==> src/rtl/rv32i_lsu.sv <==
// rv32i_lsu: single-outstanding RV32I load/store unit.
// It issues a byte-enabled memory handshake that tolerates wait states.
// Optional feature macro: LSU_TIMEOUT_EN. When it is defined, the LSU
// abandons the BUS state after TIMEOUT_CYC cycles with no mem_ack.
module rv32i_lsu #(
    parameter int unsigned ADDR_W      = 7,
    parameter int unsigned TIMEOUT_CYC = 15
) (
    input  logic              clk,
    input  logic              rst,
    input  logic              req_valid,
    output logic              req_ready,
    input  logic              req_we,
    input  logic [2:0]        req_size,
    input  logic [31:0]       req_addr,
    input  logic [31:0]       req_wdata,
    output logic              resp_valid,
    output logic [31:0]       resp_rdata,
    output logic [1:0]        resp_err,
    output logic              mem_req,
    output logic              mem_we,
    output logic [3:0]        mem_be,
    output logic [ADDR_W-1:0] mem_addr,
    output logic [31:0]       mem_wdata,
    input  logic              mem_ack,
    input  logic [31:0]       mem_rdata
);
    typedef enum logic [1:0] {S_IDLE, S_BUS, S_RESP} state_t;

    state_t      state, state_nx;
    logic        we_q;
    logic [2:0]  size_q;
    logic [1:0]  off_q;
    logic        size_bad, misal, range_bad;
    logic [1:0]  chk_err;
    logic [3:0]  be_d;
    logic [31:0] wdata_d;
    logic [7:0]  byte_sel;
    logic [15:0] half_sel;
    logic [31:0] load_data;
    logic        timed_out;

`ifdef LSU_TIMEOUT_EN
    localparam int unsigned CNT_W = ($clog2(TIMEOUT_CYC + 1) < 4) ? 4 : $clog2(TIMEOUT_CYC + 1);
    logic [CNT_W-1:0] to_cnt;

    // Count elapsed BUS cycles; held at zero outside BUS so it restarts on entry
    always_ff @(posedge clk) begin
        if (rst || state != S_BUS) to_cnt <= '0;
        else                       to_cnt <= to_cnt + 1'b1;
    end

    // A mem_ack in the final allowed cycle takes precedence over the timeout
    assign timed_out = (state == S_BUS) && !mem_ack && (to_cnt == CNT_W'(TIMEOUT_CYC - 1));
`else
    logic unused_cfg;
    assign unused_cfg = ^TIMEOUT_CYC;
    assign timed_out  = 1'b0;
`endif

    // Decode the request: legality checks, byte enables and lane-replicated write data
    always_comb begin
        size_bad  = req_we ? (req_size[2] || (req_size[1:0] == 2'b11))
                           : (req_size == 3'b011 || req_size == 3'b110 || req_size == 3'b111);
        misal     = ((req_size[1:0] == 2'b01) && req_addr[0]) ||
                    ((req_size[1:0] == 2'b10) && (req_addr[1:0] != 2'b00));
        range_bad = (req_addr >> (ADDR_W + 2)) != '0;
        chk_err   = size_bad ? 2'b10 : misal ? 2'b01 : range_bad ? 2'b10 : 2'b00;
        case (req_size[1:0])
            2'b00:   begin be_d = 4'b0001 << req_addr[1:0]; wdata_d = {4{req_wdata[7:0]}};  end
            2'b01:   begin be_d = 4'b0011 << req_addr[1:0]; wdata_d = {2{req_wdata[15:0]}}; end
            default: begin be_d = 4'b1111;                  wdata_d = req_wdata;            end
        endcase
    end

    // Pick the addressed lane from the memory word and extend it
    always_comb begin
        byte_sel = mem_rdata[8*off_q +: 8];
        half_sel = mem_rdata[16*off_q[1] +: 16];
        case (size_q)
            3'b000:  load_data = {{24{byte_sel[7]}}, byte_sel};
            3'b100:  load_data = {24'b0, byte_sel};
            3'b001:  load_data = {{16{half_sel[15]}}, half_sel};
            3'b101:  load_data = {16'b0, half_sel};
            default: load_data = mem_rdata;
        endcase
    end

    // State register
    always_ff @(posedge clk) begin
        if (rst) state <= S_IDLE;
        else     state <= state_nx;
    end

    // Next-state logic; accepted requests with errors skip the bus entirely
    always_comb begin
        state_nx = state;
        case (state)
            S_IDLE:  if (req_valid) state_nx = (chk_err == 2'b00) ? S_BUS : S_RESP;
            S_BUS:   if (mem_ack || timed_out) state_nx = S_RESP;
            S_RESP:  state_nx = S_IDLE;
            default: state_nx = S_IDLE;
        endcase
    end

    assign req_ready  = (state == S_IDLE);
    assign resp_valid = (state == S_RESP);

    // Latch the request, drive the memory port and capture the completion
    always_ff @(posedge clk) begin
        if (rst) begin
            we_q       <= 1'b0;
            size_q     <= '0;
            off_q      <= '0;
            mem_req    <= 1'b0;
            mem_we     <= 1'b0;
            mem_be     <= '0;
            mem_addr   <= '0;
            mem_wdata  <= '0;
            resp_rdata <= '0;
            resp_err   <= 2'b00;
        end else begin
            case (state)
                S_IDLE: if (req_valid) begin
                    we_q   <= req_we;
                    size_q <= req_size;
                    off_q  <= req_addr[1:0];
                    if (chk_err == 2'b00) begin
                        mem_req   <= 1'b1;
                        mem_we    <= req_we;
                        mem_be    <= be_d;
                        mem_addr  <= req_addr[ADDR_W+1:2];
                        mem_wdata <= wdata_d;
                    end else begin
                        resp_err   <= chk_err;
                        resp_rdata <= '0;
                    end
                end
                S_BUS: if (mem_ack) begin
                    mem_req    <= 1'b0;
                    resp_err   <= 2'b00;
                    resp_rdata <= we_q ? '0 : load_data;
                end else if (timed_out) begin
                    mem_req    <= 1'b0;
                    resp_err   <= 2'b11;
                    resp_rdata <= '0;
                end
                default: ;
            endcase
        end
    end
endmodule

==> config.mk <==
export PLATFORM = sky130hd
export DESIGN_NAME = rv32i_lsu
export DESIGN_NICKNAME = d
export VERILOG_FILES = /design/src/rtl/rv32i_lsu.sv
export SDC_FILE = /design/constraint.sdc
export NUM_CORES = 1
export LEC_CHECK = 0
export CAP_MARGIN = 20
export CORE_MARGIN = 5
export CORE_UTILIZATION = 43
export DETAILED_ROUTE_END_ITERATION = 6
export PLACE_DENSITY_LB_ADDON = 0.05
export SLEW_MARGIN = 5
export SYNTH_ARGS = -nofsm -noshare
export SYNTH_HDL_FRONTEND = slang
export SYNTH_SLANG_ARGS = --single-unit
==> constraint.sdc <==
create_clock -name clk -period 3 [get_ports clk]
set_input_delay 0.6 -clock clk [delete_from_list [all_inputs] [get_ports clk]]
set_output_delay 0.6 -clock clk [all_outputs]
set_load 0.02 [all_outputs]
==> flow_summary_export.csv, run 1 <==
group,metric,value,unit
finish,insertedDiodeCount,0,
setup_path,cp.required,3.27,ns
yosys,yosys.area.top_type,"dfxtp_1",
floorplan,start_util,43.89,%
finish,layout-drive-gt1-share,8.942,%
placement,dp_hpwl,10650,µm
setup_path,crit_type,"input port to flop",
finish,seqCellArea,0.001742,mm²
yosys,synth_edf_count,0,
setup_path,end_kind,"flop",
yosys,async_reset_ff_share,0,%
sta,max_slew_margin,41.86,%
pwr,seqPwrFrac,49.4,%
outcome,status,"finished clean",
sta,tightestPinTransition,0.8689,ns
clocking,cts_resized,0,
drt,wl,13970,µm
drt,antenna_left,0,
clocking,worstSkewPairLatency,0.35,ns
sta,holdWs,0.4683,ns
yosys,syn_nets,606,
grt,grt_max_degree,33,
sta,rsz0062_at_grt,"no",
placement,dp_cells,788,
placement,gp_congestion,0.8589,
drt,vias_per_cell,5.562,
finish,area_delta_synth_final,50.66,%
grt,grt_overflow_total,0,
pwr,p_leak,2.224,nW
pwr,p_int,0.001721,W
clocking,clkSinkCount,87,
floorplan,io_pins,185,
finish,num-fill-cells,836,
grt,grt_antenna_before_repair,0,
clocking,cts_setup_buffers,0,
grt,grt_usage,23.27,%
sta,finalSetupViolations,0,
yosys,synth_area_leaders,"dfxtp_1 41%, a21oi_1 8.8%, mux2i_1 6.3%",
yosys,synth_area,0.004270,mm²
yosys,synth_top_area_share,40.79,%
floorplan,die_area,0.01202,mm²
setup_path,worstSetupStartpointType,"input port",
sta,finalHoldViolations,0,
run,max_cap_viol_count,0,
clocking,cts-buffers-inserted,9,
clocking,cts-root-buf,"clkbuf_8",
drt,vias,4472,
yosys,ys_seq_area_share,40.79,%
pwr,power.density,369.2,mW/mm²
sta,period_minus_slack,2.517,ns
yosys,synthFlopType,"dfxtp_1",
finish,multiInputGateArea,0.002285,mm²
clocking,cts_buffer_depth,2,
sta,max_freq,397.2,MHz
grt,grt_pass1_wl,22160,µm
pwr,sw_frac_of_total,27.54,%
yosys,syn_area_per_cell,8.507,µm²
drt,drc_errors,0,
pwr,power_switching,0.0006543,W
floorplan,core_area,0.009729,mm²
floorplan,num_rows,36,
yosys,synth_cell_type_count,50,
drt,drtIter0Drc,210,
clocking,h-tree-depth,3,
sta,final_max_slew_viol_count,0,
drt,avgRoutedWirePerCell,17.37,µm
worst_hold_path,hold_path.class,"flop to flop",
clocking,ctsHoldBuffers,0,
drt,drtPass1Iterations,5,
floorplan,die_x,109.7,µm
placement,io_buffers,184,
pwr,ir_drop,0.2643,mV
floorplan,die_y,109.7,µm
setup_path,critPathMaxFanout,26,
sta,fin_skew,0.01221,ns
clocking,clkTransAtPathRegs,0.09,ns
finish,finalNetCount,770,
yosys,synth_seq_cells,87,
sta,period_share,83.92,%
setup_path,arrival,2.79,ns
clocking,tritoncts,"done",
grt,grt_pass1_vias,4302,
yosys,yosys_warnings,0,
yosys,synth_cells,502,
pwr,clock_power_share,33.4,%
sta,finalSetupTns,0,ns
pwr,power.share.combinational,17.2,%
finish,instances_no_fill,804,
-- sequential cells by signal, summed over array words and instances, names as in the netlist, 2 cells and up --
| signal | count |
|---|---|
| mem_wdata | 32 |
| resp_rdata | 32 |
| mem_addr | 7 |
| mem_be | 4 |
| size_q | 3 |
| off_q | 2 |
| resp_err | 2 |
| state | 2 |
-- cells in the final DEF, fill, tap and decap left out, drive strengths merged, types with 12 or more instances in the layout --
master         instances
nand3                 20
clkdlybuf4s50        183
o2bb2ai               17
inv                   14
mux2i                 27
a311oi                15
buf                   18
nor2                  19
nor3                  12
nand2                 35
dfxtp                 87
a21oi                 75
o21ai                 45
-- synth_stat cells (2+ instances only) --
master / instances
clkbuf_1: 36
a22oi_1: 5
inv_1: 12
o2111ai_1: 8
buf_6: 3
mux2i_1: 27
nand2_1: 35
o2bb2ai_1: 17
a31oi_1: 2
o211ai_1: 6
nand2b_1: 3
buf_2: 6
nor3_1: 12
buf_1: 3
dfxtp_1: 87
nand3_1: 20
or3_1: 2
a21oi_1: 75
a21o_1: 3
a221oi_1: 4
and2_1: 6
a31o_2: 2
nor4_1: 5
a21o_2: 2
nor2b_1: 6
o21bai_1: 2
nor2_1: 19
a221o_2: 4
a311oi_1: 15
mux2_2: 9
o221ai_1: 3
o21ai_0: 45
-- kinds of logic after synthesis --
family | synth area share (%)
flip-flops | 40.79
AND/OR/NAND/NOR | 13.33
buffers and inverters | 6.065
AO/OA/AOI/OAI | 30.38
multiplexers | 9.229
XOR/XNOR | 0.2051
-- worst max-delay path: stages --
cell,delay (ns)
clkdlybuf4s50_1,0.41
nor4_1,0.30
nand4_1,0.27
or2_1,0.46
o41ai_4,0.40
buf_12,0.22
o2bb2ai_1,0.14
-- per-layer routing --
metal  global-route usage [%]  wire length, µm  vias up
li1                         -                -     2198
met3                    8.397             1193       15
met2                    37.84             6660      154
met4                    5.788              170        0
met1                    29.38             5943     2105
met5                        0                0        -
-- power by group through the flow --
stage	sequential, W	combinational, W	clock, W
after global placement	0.00120	0.000400	0
after detailed placement	0.00120	0.000404	0
final	0.00117	0.000408	0.000794
after global routing	0.00118	0.000441	0.000866
after floorplan	0.00119	0.000195	0
after CTS	0.00117	0.000406	0.000814
-- worst paths after layout --
check	startpoint	to	slack (ns)	depth (start not counted)
worst max register to register	state[0]$_SDFFE_PP0P_	mem_wdata[31]$_SDFFE_PP0P_	0.90	5
worst max-delay path	req_addr[23]	resp_rdata[20]$_SDFFE_PP0P_	0.48	7
worst min-delay path	resp_rdata[12]$_SDFFE_PP0P_	resp_rdata[12]$_SDFFE_PP0P_	0.47	1
worst min register to register	resp_rdata[12]$_SDFFE_PP0P_	resp_rdata[12]$_SDFFE_PP0P_	0.47	1
-- per-stage QoR --
| step | utilization, % | setup slack (ns) | instance area [µm²] | power, W |
|---|---|---|---|---|
| 4_1_cts | 66.13 | 0.4794 | 6434 | 0.002395 |
| 5_1_grt | 66.13 | 0.3347 | 6434 | 0.002484 |
| 3_5_place_dp | 64.17 | 0.1137 | 6243 | 0.001605 |
| 3_3_place_gp | 64.17 | 0.2182 | 6243 | 0.001601 |
| 6_report | 66.13 | 0.4825 | 6434 | 0.002376 |
| 2_1_floorplan | - | 0.7558 | 4270 | 0.001389 |
-- layout make-up --
class / instances / share of cell area [%]
Multi-Input combinational cell: 354 / 35.51
Timing Repair Buffer: 201 / 31.12
Sequential cell: 87 / 27.07
Tap cell: 133 / 2.587
Clock buffer: 11 / 2.353
Inverter: 13 / 0.7585
Clock inverter: 5 / 0.6029
(Power assumes the default switching activity.)
==> inputs of run 2 (changes only) <==
--- a/config.mk
+++ b/config.mk
@@ -7,7 +7,7 @@
 export LEC_CHECK = 0
 export CAP_MARGIN = 20
 export CORE_MARGIN = 5
-export CORE_UTILIZATION = 43
+export CORE_UTILIZATION = 38
 export DETAILED_ROUTE_END_ITERATION = 6
 export PLACE_DENSITY_LB_ADDON = 0.05
 export SLEW_MARGIN = 5
==> constraint.sdc (replaced) <==
create_clock -name clk -period 2.05 [get_ports clk]
set_input_delay 0.41 -clock clk [delete_from_list [all_inputs] [get_ports clk]]
set_output_delay 0.41 -clock clk [all_outputs]
set_load 0.02 [all_outputs]
==> run 2 against run 1 <==
Against the previous run:
- clock skew is 0.0059 ns lower
- sequential cell count is the same
- final cell count increased by 7.2%
- setup slack lost 0.45 ns
- routed wire length grew 13%
- sequential share of layout area decreased by 2.8 points
- critical path type unchanged
- critical endpoint is now mem_wdata[14]$_SDFFE_PP0P_
==> flow_summary_export.csv, run 2 (synthesis results as in run 1) <==
group,metric,value,unit
setup_path,arrival,2.22,ns
setup_path,slowest_stage,"nor4_2",
grt,grt_pass1_wl,23890,µm
placement,pre_cts_ws,-0.4996,ns
sta,tightestPinTransition,0.9299,ns
drt,drtIter0Drc,267,
finish,fin_util,65.69,%
floorplan,die_y,116.0,µm
sta,fin_ws,0.03681,ns
setup_path,cp.required,2.26,ns
clocking,cts-root-buf,"clkbuf_16",
clocking,tritoncts,"done",
worst_hold_path,worstHoldEndpoint,"mem_req$_SDFFE_PP0P_",
clocking,cts_buffer_depth,2,
sta,max_freq,496.7,MHz
drt,wl,15720,µm
worst_hold_path,holdPathStages,2,
setup_path,reg2regPathDepth,10,
finish,insertedDiodeCount,0,
grt,grt_usage,22.53,%
grt,grt_max_degree,32,
sta,period_share,98.20,%
sta,holdWs,0.3966,ns
pwr,p_total,0.004196,W
run,max_cap_viol_count,0,
sta,fin_skew,0.006301,ns
sta,finalHoldViolations,0,
setup_path,crit_type,"input port to flop",
drt,drc_errors,0,
setup_path,end_kind,"flop",
grt,grt_antenna_before_repair,0,
finish,layout-drive-gt1-share,17.59,%
sta,period_minus_slack,2.013,ns
sta,max_slew_margin,37.78,%
pwr,power.density,584.2,mW/mm²
drt,antenna_left,0,
pwr,p_leak,2.665,nW
setup_path,slowest_delay,0.29,ns
placement,gp_congestion,0.8738,
finish,layout_commonest_cell,"clkdlybuf4s50_1",
drt,vias_per_cell,5.477,
clocking,ctsHoldBuffers,0,
sta,final_max_slew_viol_count,0,
setup_path,r2r_slack,0.18,ns
grt,grt_overflow_total,0,
floorplan,die_x,116.0,µm
pwr,ir_drop,0.3660,mV
drt,drtPass1Iterations,4,
outcome,status,"finished clean",
finish,area_delta_synth_final,68.21,%
finish,final_cell_mix,"153 x clkdlybuf4s50_1, 86 x dfxtp_1, 74 x a21oi_1",
setup_path,critPathMaxFanout,7,
clocking,cts-buffers-inserted,9,
finish,num-fill-cells,901,
clocking,clkTransAtPathRegs,0.06,ns
clocking,clkSinkCount,87,
clocking,h-tree-depth,3,
floorplan,io_pins,185,
drt,vias,4721,
floorplan,num_rows,38,
setup_path,worstSetupStartpointType,"input port",
placement,io_buffers,184,
drt,avgRoutedWirePerCell,18.23,µm
setup_path,rr_endpoint,"mem_wdata[14]$_SDFFE_PP0P_",
placement,place_area,0.006560,mm²
finish,post-route-cell-area,0.007183,mm²
worst_hold_path,hold_start,"rst",
floorplan,start_util,39.05,%
finish,finalNetCount,821,
floorplan,die_area,0.01346,mm²
setup_path,timing.rr.start,"state[0]$_SDFFE_PP0P_",
finish,top_regs,"mem_wdata x32, resp_rdata x32, mem_addr x7",
setup_path,crit_path_frequent_cell,"buf_6",
clocking,worstSkewPairLatency,0.34,ns
sta,finalSetupViolations,0,
worst_hold_path,hold_path.class,"input port to flop",
placement,dp_hpwl,11280,µm
floorplan,core_area,0.01094,mm²
grt,grt_pass1_vias,4496,
setup_path,worstPathCellList,"dlygate4sd2_1, nor4_2, o211ai_1, buf_4, buf_4, buf_6, nor3_4, buf_6, buf_6, clkbuf_16, buf_6, a311oi_2",
## run 2: critical path: cells and delay by family
family	cells	cell delay [ns]
buf+inv	8	1.16
compound gates	2	0.25
simple gates	2	0.41
## run 2: timing repair
action	CTS	global route
pin swaps	14	14
cloned	2	3
buffers inserted	9	3
resized for setup	46	23
hold endpoints to repair	0	0
endpoints found under the setup margin	73	62
## run 2: area by class of cell
type	count	area [µm²]	area share [%]
Sequential cell	87	1743	24.26
Multi-Input combinational cell	354	2375	33.06
Tap cell	140	175.2	2.439
Inverter	13	48.80	0.6793
Clock inverter	6	91.34	1.272
Clock buffer	10	239.0	3.327
Timing Repair Buffer	252	2511	34.96
## run 2: stage by stage
stage | std cells | TNS [ns]
after floorplan | 502 | 0
after global placement | 829 | -28.80
after detailed placement | 829 | -35.14
after CTS | 856 | 0
after global routing | 862 | -0.04278
final | 862 | 0
## run 2: per-layer routing
metal / global-route usage (%) / share of wire, % / up-vias
met5: 0 / 0 / -
met4: 6.574 / 1.2 / 0
met3: 5.901 / 8.6 / 13
met2: 33.64 / 44 / 185
met1: 32.03 / 46 / 2210
li1: - / - / 2313
## run 2: worst max-delay path by stage
stage            startpoint                          end  slack, ns
2_1_floorplan  req_addr[11]  resp_rdata[22]$_SDFFE_PP0P_       0.07
3_3_place_gp   req_addr[11]   mem_wdata[20]$_SDFFE_PP0P_      -0.41
3_5_place_dp   req_addr[10]   resp_rdata[0]$_SDFFE_PP0P_      -0.50
4_1_cts        req_addr[18]   resp_rdata[4]$_SDFFE_PP0P_      0.002
5_1_grt        req_addr[17]   mem_wdata[14]$_SDFFE_PP0P_      -0.02
6_report       req_addr[17]   mem_wdata[14]$_SDFFE_PP0P_       0.04
## run 2: power breakdown
part / switching (W) / internal, W / leakage [nW]
clock: 0.000683 / 0.00111 / 0.163
combinational: 0.000337 / 0.000357 / 1.80
sequential: 0.0000125 / 0.00170 / 0.702
==> inputs of run 3 (changes only) <==
--- a/config.mk
+++ b/config.mk
@@ -5,7 +5,6 @@
 export SDC_FILE = /design/constraint.sdc
 export NUM_CORES = 1
 export LEC_CHECK = 0
-export CAP_MARGIN = 20
 export CORE_MARGIN = 5
 export CORE_UTILIZATION = 38
 export DETAILED_ROUTE_END_ITERATION = 6
==> results of run 3 <==
The final DEF is identical to that of run 2; final timing and power are the same.
